[config.mk]
export PLATFORM = sky130hd
export DESIGN_NAME = ifetch_unit
export DESIGN_NICKNAME = d
export VERILOG_FILES = /design/src/rtl/ifetch_unit.sv
export SDC_FILE = /design/constraint.sdc
export NUM_CORES = 1
export LEC_CHECK = 0
export CAP_MARGIN = 25
export CORE_UTILIZATION = 50
export CTS_CLUSTER_SIZE = 30
export DETAILED_ROUTE_END_ITERATION = 10
export HOLD_SLACK_MARGIN = 0.05
export PLACE_DENSITY = 0.78
export REMOVE_ABC_BUFFERS = 1
export SLEW_MARGIN = 20
export SYNTH_ARGS = -nofsm -noshare
export SYNTH_HDL_FRONTEND = slang
export SYNTH_SLANG_ARGS = --single-unit
[constraint.sdc]
create_clock -name clk -period 2.6 [get_ports clk]
set_input_delay 0.78 -clock clk [delete_from_list [all_inputs] [get_ports clk]]
set_output_delay 0.78 -clock clk [all_outputs]
set_load 0.01 [all_outputs]
[src/rtl/ifetch_unit.sv]
// rtl/ifetch_unit.sv - instruction fetch front end: PC, 2-entry fetch buffer, redirect
module ifetch_buf #(
  parameter int W = 64
) (
  input  logic         clk,
  input  logic         rst_n,
  input  logic         flush,
  input  logic         push,
  input  logic [W-1:0] push_data,
  input  logic         pop,
  output logic [W-1:0] head_data,
  output logic [1:0]   count
);

  logic [W-1:0] mem_q [2];
  logic [W-1:0] mem_d [2];
  logic         rd_ptr_q, rd_ptr_d;
  logic         wr_ptr_q, wr_ptr_d;
  logic [1:0]   count_q, count_d;

  // Next-state for the two-slot ring: flush wins, otherwise push and pop are independent
  always_comb begin
    mem_d    = mem_q;
    rd_ptr_d = rd_ptr_q;
    wr_ptr_d = wr_ptr_q;
    count_d  = count_q;
    if (flush) begin
      rd_ptr_d = 1'b0;
      wr_ptr_d = 1'b0;
      count_d  = 2'd0;
    end else begin
      if (push) begin
        mem_d[wr_ptr_q] = push_data;
        wr_ptr_d        = ~wr_ptr_q;
      end
      if (pop) begin
        rd_ptr_d = ~rd_ptr_q;
      end
      count_d = count_q + {1'b0, push} - {1'b0, pop};
    end
  end

  // Ring storage and pointers; reset empties the buffer and clears its contents
  always_ff @(posedge clk or negedge rst_n) begin
    if (!rst_n) begin
      mem_q[0] <= '0;
      mem_q[1] <= '0;
      rd_ptr_q <= 1'b0;
      wr_ptr_q <= 1'b0;
      count_q  <= 2'd0;
    end else begin
      mem_q    <= mem_d;
      rd_ptr_q <= rd_ptr_d;
      wr_ptr_q <= wr_ptr_d;
      count_q  <= count_d;
    end
  end

  // Head is forced to zero while empty so decode never sees stale data
  always_comb begin
    head_data = '0;
    if (count_q != 2'd0) begin
      head_data = mem_q[rd_ptr_q];
    end
  end

  assign count = count_q;

endmodule

module ifetch_unit #(
  parameter logic [31:0] RESET_PC = 32'h0000_0000,
  parameter int          ADDR_W   = 20
) (
  input  logic              clk,
  input  logic              rst_n,
  input  logic              fetch_en,
  output logic [ADDR_W-1:0] rom_addr,
  input  logic [31:0]       rom_inst,
  input  logic              redirect_valid,
  input  logic [31:0]       redirect_pc,
  output logic              dec_valid,
  input  logic              dec_ready,
  output logic [31:0]       dec_inst,
  output logic [31:0]       dec_pc,
  output logic              misalign_err
);

  logic [31:0] pc_q, pc_d;
  logic        misalign_q, misalign_d;
  logic [1:0]  count;
  logic [63:0] head_data;
  logic        pop;
  logic        can_push;

  // Handshake: a pop still completes during a redirect; pushes need room or a same-cycle pop
  always_comb begin
    pop      = dec_valid & dec_ready;
    can_push = fetch_en & ~redirect_valid & ((count < 2'd2) | pop);
  end

  // PC and misalignment flag next-state: redirect overrides sequential advance
  always_comb begin
    pc_d       = pc_q;
    misalign_d = 1'b0;
    if (redirect_valid) begin
      pc_d       = {redirect_pc[31:2], 2'b00};
      misalign_d = |redirect_pc[1:0];
    end else if (can_push) begin
      pc_d = pc_q + 32'd4;
    end
  end

  // PC and error pulse registers
  always_ff @(posedge clk or negedge rst_n) begin
    if (!rst_n) begin
      pc_q       <= RESET_PC;
      misalign_q <= 1'b0;
    end else begin
      pc_q       <= pc_d;
      misalign_q <= misalign_d;
    end
  end

  ifetch_buf #(
    .W (64)
  ) u_buf (
    .clk       (clk),
    .rst_n     (rst_n),
    .flush     (redirect_valid),
    .push      (can_push),
    .push_data ({pc_q, rom_inst}),
    .pop       (pop),
    .head_data (head_data),
    .count     (count)
  );

  // Outputs: ROM address follows the live PC; decode sees the buffer head
  always_comb begin
    rom_addr     = pc_q[ADDR_W+1:2];
    dec_valid    = (count != 2'd0);
    dec_pc       = head_data[63:32];
    dec_inst     = head_data[31:0];
    misalign_err = misalign_q;
  end

endmodule

---- After elaboration in Yosys (flattened, before gate mapping) ----
Index checks and enable logic that the tools add are counted.
W data, S select, Z words.
word-level totals
  register bits after elaboration ......... 165
  input port bits ......................... 69
  output and inout port bits .............. 86
  word-level logic and storage cells ...... 44
operators by class
  add/sub/neg operators ................... 3
  order comparisons ....................... 4
  mux-type cells .......................... 15
  bitwise operators ....................... 9
  reduce and logical (&&, ||, !) cells .... 6
operator list
  cell                     number
  $mux W64                 5
  $bwmux W128              1
  $demux W64 S1            1
  $mux W32                 2
  $add A32 B3 Y32 const B  1
  $reduce_bool A2 Y1       3
  $mux W1                  5
  $ge A2 B2 Y1 const B     2
  $not A1 Y2               2
  $and A1 B1 Y1            3
  $not A1 Y1               3
  $add A2 B1 Y2            1
  $lt A2 B1 Y1 const B     1
  $lt A2 B2 Y1 const B     1
  $mux W2                  1
  $reduce_and A2 Y1        1
  $reduce_or A2 Y1         1
  $sub A2 B1 Y2            1
  $logic_and A1 B1 Y1      1
  $or A1 B1 Y1             1

---- Logic depth before layout (Yosys ltp) ----
  word-level depth ........................ 7
  gate-level depth with buffers ........... 9
  gate-level depth less buffers ........... 9

---- By module ----
Synthesis repeated with hierarchy kept, for this count alone.
second synthesis, totals
  cell total of the unflattened synthesis .. 653
  area total of the unflattened synthesis .. 8,368.0 µm²
modules (own cells, without submodules)
  module       instances  cells each  area an instance (µm²)  seq. area each (µm²)
  ifetch_buf   1          429         6,344.8                 3,303.2
  ifetch_unit  1          224         2,023.2                 775.7

---- Worst setup path before layout ----
Ideal clock, no wire load.
  path type ............................... input to register
  start ................................... input port dec_ready
  end ..................................... register u_buf.mem_q[0] (netlist name)
  setup time .............................. 0.125 ns
  arrival ................................. 1.949 ns
  required time ........................... 2.475 ns
  setup slack ............................. 0.527 ns
  cell stages on the path ................. 6
  path buffers ............................ 2
  path through ............................ nor2b_1 buf_2 nor3_2 nand2_1 buf_2 mux2_2
on the way
  longest elaborated chain between the ends .. 4
ends and longest elaborated chain
  what                         line  RTL
  start: declaration           83    input logic dec_ready,
  $and A1 B1 Y1                98    pop = dec_valid & dec_ready;
  $or A1 B1 Y1                 99    can_push = fetch_en & ~redirect_valid & ((count < 2'd2) | pop);
  $and A1 B1 Y1                99
  $reduce_and A2 Y1 (no line)  -
  end signal: assignment       52    mem_q <= mem_d;
  end: declaration             15    logic [W-1:0] mem_q [2];
Every way passes these cells.
A chain may end at the register's enable or synchronous reset.

---- Worst setup path in the final report ----
  start ................................... register u_buf.rd_ptr_q
  end ..................................... output port dec_inst[28]
on the way
  longest elaborated chain between the ends .. 5
ends and longest elaborated chain
  what                                         line  RTL
  start: declaration                           17    logic rd_ptr_q, rd_ptr_d;
  start signal: assignment                     53    rd_ptr_q <= rd_ptr_d;
  $not A1 Y2 (implied by the code)             63    head_data = mem_q[rd_ptr_q];
  $mux W64 (implied by the code) (3 in a row)  63
  $mux W64                                     62    if (count_q != 2'd0) begin
  end: declaration                             84    output logic [31:0] dec_inst,
Every way passes these cells. The select of a mux whose other input is x is not followed.

==> impl_metrics.tcl <==
set metrics [dict create \
    antenna_found_initial 0 \
    numCtsBuffers 17 \
    slew_headroom 0.544 \
    rsz0062_at_grt "true" \
    fmax_mhz 397 \
    mostFrequentLayoutCell "dfrtp_1" \
    cts_tree "done" \
    peakVddDrop_uv 593 \
    endpoint_kind "output port" \
    nNetsFinal 894 \
    p_per_area_mw_per_mm2 1030 \
    core_area_mm2 0.0153 \
    wl_um 18900 \
    path_cells "buf_12 > mux2i_2 > nor2_1 > dlygate4sd2_1" \
    wire_per_inst_um 18.1 \
    ys_seq_area_frac 0.504 \
    syn_avg_cell_area_um2 11.5 \
    whs_ns 0.347 \
    setup_ws_ns 0.0815 \
    drt_first_iter_violations 530 \
    place_ws_ns -0.0369 \
    synth_area_mm2 0.00790 \
    finalClockSkew_ns 0.00985 \
    placed_cells 1013 \
    drc_errors 0 \
    clock_sinks 159 \
    via_per_inst 5.58 \
    die-area_mm2 0.0163 \
    gr-total-overflow 0 \
    synthFlopType "dfrtp_1" \
    rr_startpoint "u_buf.count[1]$_DFF_PN0_" \
    dr.pass1.iters 6 \
    hpwl_um 12700 \
    grt_start_max_net_pins 68 \
    cp-start-kind "flip-flop" \
    clk_path_buf_depth 2 \
    die_h_um 128 \
    insertion_delay_ns 0.42 \
    placedInstanceArea_mm2 0.00963 \
    max_cap_viol_count 0 \
    num_rows 45 \
    io_buffers 152 \
    drive_gt1_frac 0.239 \
    max_stage_delay_ns 0.49 \
    postSynthCellCount 686 \
    vias 5831 \
    synth_edf_count 0 \
    cp_max_fo 22 \
    areaGrowthSynthToFinish_pct 30.3 \
    hold_class "input port to async pin" \
    slowest_stage "dfrtp_4" \
    synth.distinct_cells 45 \
    grt.total_usage 0.249 \
    start_util 0.516 \
    io_pins 155 \
    period_share 0.969 \
    slew_viol_final 0 \
    postRouteAntennaNets 0 \
    async_reset_ff_frac 1.00 \
    cts_root_buf "clkbuf_16" \
    cp-startpoint "u_buf.rd_ptr_q$_DFFE_PN0P_" \
    place_congestion 0.812 \
    die-width_um 128 \
    period_minus_slack_ns 2.52 \
    ys_warn_count 0 \
    clk_pin_slew_worst_paths_ns 0.06 \
    finalSetupViolCount 0 \
    diodes 0 \
    crit_arrival_ns 1.74 \
    final-hold-violation-count 0 \
    leakagePower_nw 4.45 \
    grt_pass1_wl_um 31600 \
    worstPathRequired_ns 1.82 \
    worst_pin_slew_ns 0.684 \
    layout.cells.non_filler 1045 \
    criticalPathCategory "flip-flop to output port" \
    design_area_mm2 0.0103 \
    ys_seq_elements 159 \
    status "completed" \
    final_cell_mix "dfrtp_1, mux2_2, clkdlybuf4s50_1" \
    htreeDepth 4 \
    grt_pass1_vias 6116 \
    setup_tns_ns 0 \
]
==> worst paths after layout <==
check	cells past startpoint	slack, ns	end
max	4	0.08	dec_inst[28]
min	1	0.35	u_buf.mem_q[72]$_DFFE_PN0P_
max reg2reg	10	0.50	u_buf.count[1]$_DFF_PN0_
min reg2reg	1	0.49	u_buf.mem_q[74]$_DFFE_PN0P_
max in group asynchronous	2	1.48	u_buf.mem_q[36]$_DFFE_PN0P_
min in group clk	1	0.49	u_buf.mem_q[74]$_DFFE_PN0P_
==> final cells by class <==
type | count | area (µm²)
repair buffers | 183 | 1780
inverters | 11 | 41.3
clock buffers | 21 | 460
clock inverters | 10 | 233
fillers | 1159 | 5020
multi-input cells | 450 | 3530
flip-flops and latches | 159 | 3980
well taps | 211 | 264
==> layer usage <==
| metal | track usage | wire length, µm | share of wire | vias up |
|---|---|---|---|---|
| met2 | 0.416 | 9360 | 0.49 | 185 |
| met3 | 0.0484 | 917 | 0.048 | 35 |
| li1 | - | - | - | 2683 |
| met1 | 0.326 | 8280 | 0.44 | 2928 |
| met5 | 0 | 0 | 0 | - |
| met4 | 0.0907 | 374 | 0.020 | 0 |
==> synthesized netlist by cell type (all sizes together) (2+ instances only) <==
master	number	area (µm²)
xnor2	10	87.6
a211o	3	26.3
nor4b	2	17.5
nand3	21	105
nor3b	2	15.0
nor2	86	323
dfrtp	159	3980
and4	7	61.3
nor4	8	50.1
o21ai	12	60.1
nand2	27	104
inv	11	41.3
xor2	3	26.3
nor2b	7	43.8
clkbuf	19	71.3
ha	3	37.5
mux2i	63	631
or2	5	31.3
a31oi	4	25.0
or4	3	22.5
a22oi	5	37.5
buf	48	294
a311oi	3	26.3
o311ai	8	70.1
or3	4	25.0
nand4	14	100
nor3	9	71.3
o31ai	8	60.1
mux2	124	1400
==> metrics by stage <==
step	utilization	total power, mW
2_1_floorplan	-	6.16
3_3_place_gp	0.629	7.80
3_5_place_dp	0.629	8.01
4_1_cts	0.671	10.7
5_1_grt	0.672	11.3
6_report	0.672	10.6
==> worst max-delay path, delay by kind of cell, from the launching register on <==
kind | cells | cell delay, ns
buffers and inverters | 2 | 0.50
AND/OR/NAND/NOR | 1 | 0.06
flip-flops | 1 | 0.49
multiplexers | 1 | 0.26
==> report_power, final <==
part	leakage [nW]	switching (mW)	internal, mW	total (mW)
combinational	2.23	1.68	2.00	3.69
clock	0.337	0.988	1.95	2.93
sequential	1.88	0.585	3.42	4.00
==> timing repair <==
item,CTS,global route
pin swaps,0,0
resized for setup,64,7
endpoints found under the setup margin,63,6
buffers inserted,1,0
hold buffers,0,0
endpoints found under the hold margin,0,0
==> cells by family (layout without fill, tap and decap cells) <==
family,after synthesis,count (layout),share of synthesized area
AND/OR/NAND/NOR,198,198,0.125
multiplexers,187,187,0.257
flip-flops,159,159,0.504
buffers and inverters,78,225,0.0515
AO/OA/AOI/OAI,47,47,0.0431
XOR/XNOR,13,13,0.0144
adder cells (fa/ha/maj),3,3,0.00475
other,1,2,0.000475
==> flip-flops by register name (all words and copies together), names as in the netlist <==
register / count
u_buf.wr_ptr_q: 1
u_buf.count: 2
misalign_err: 1
u_buf.mem_q: 124
pc_q: 30
u_buf.rd_ptr_q: 1
(Power assumes the default switching activity.)
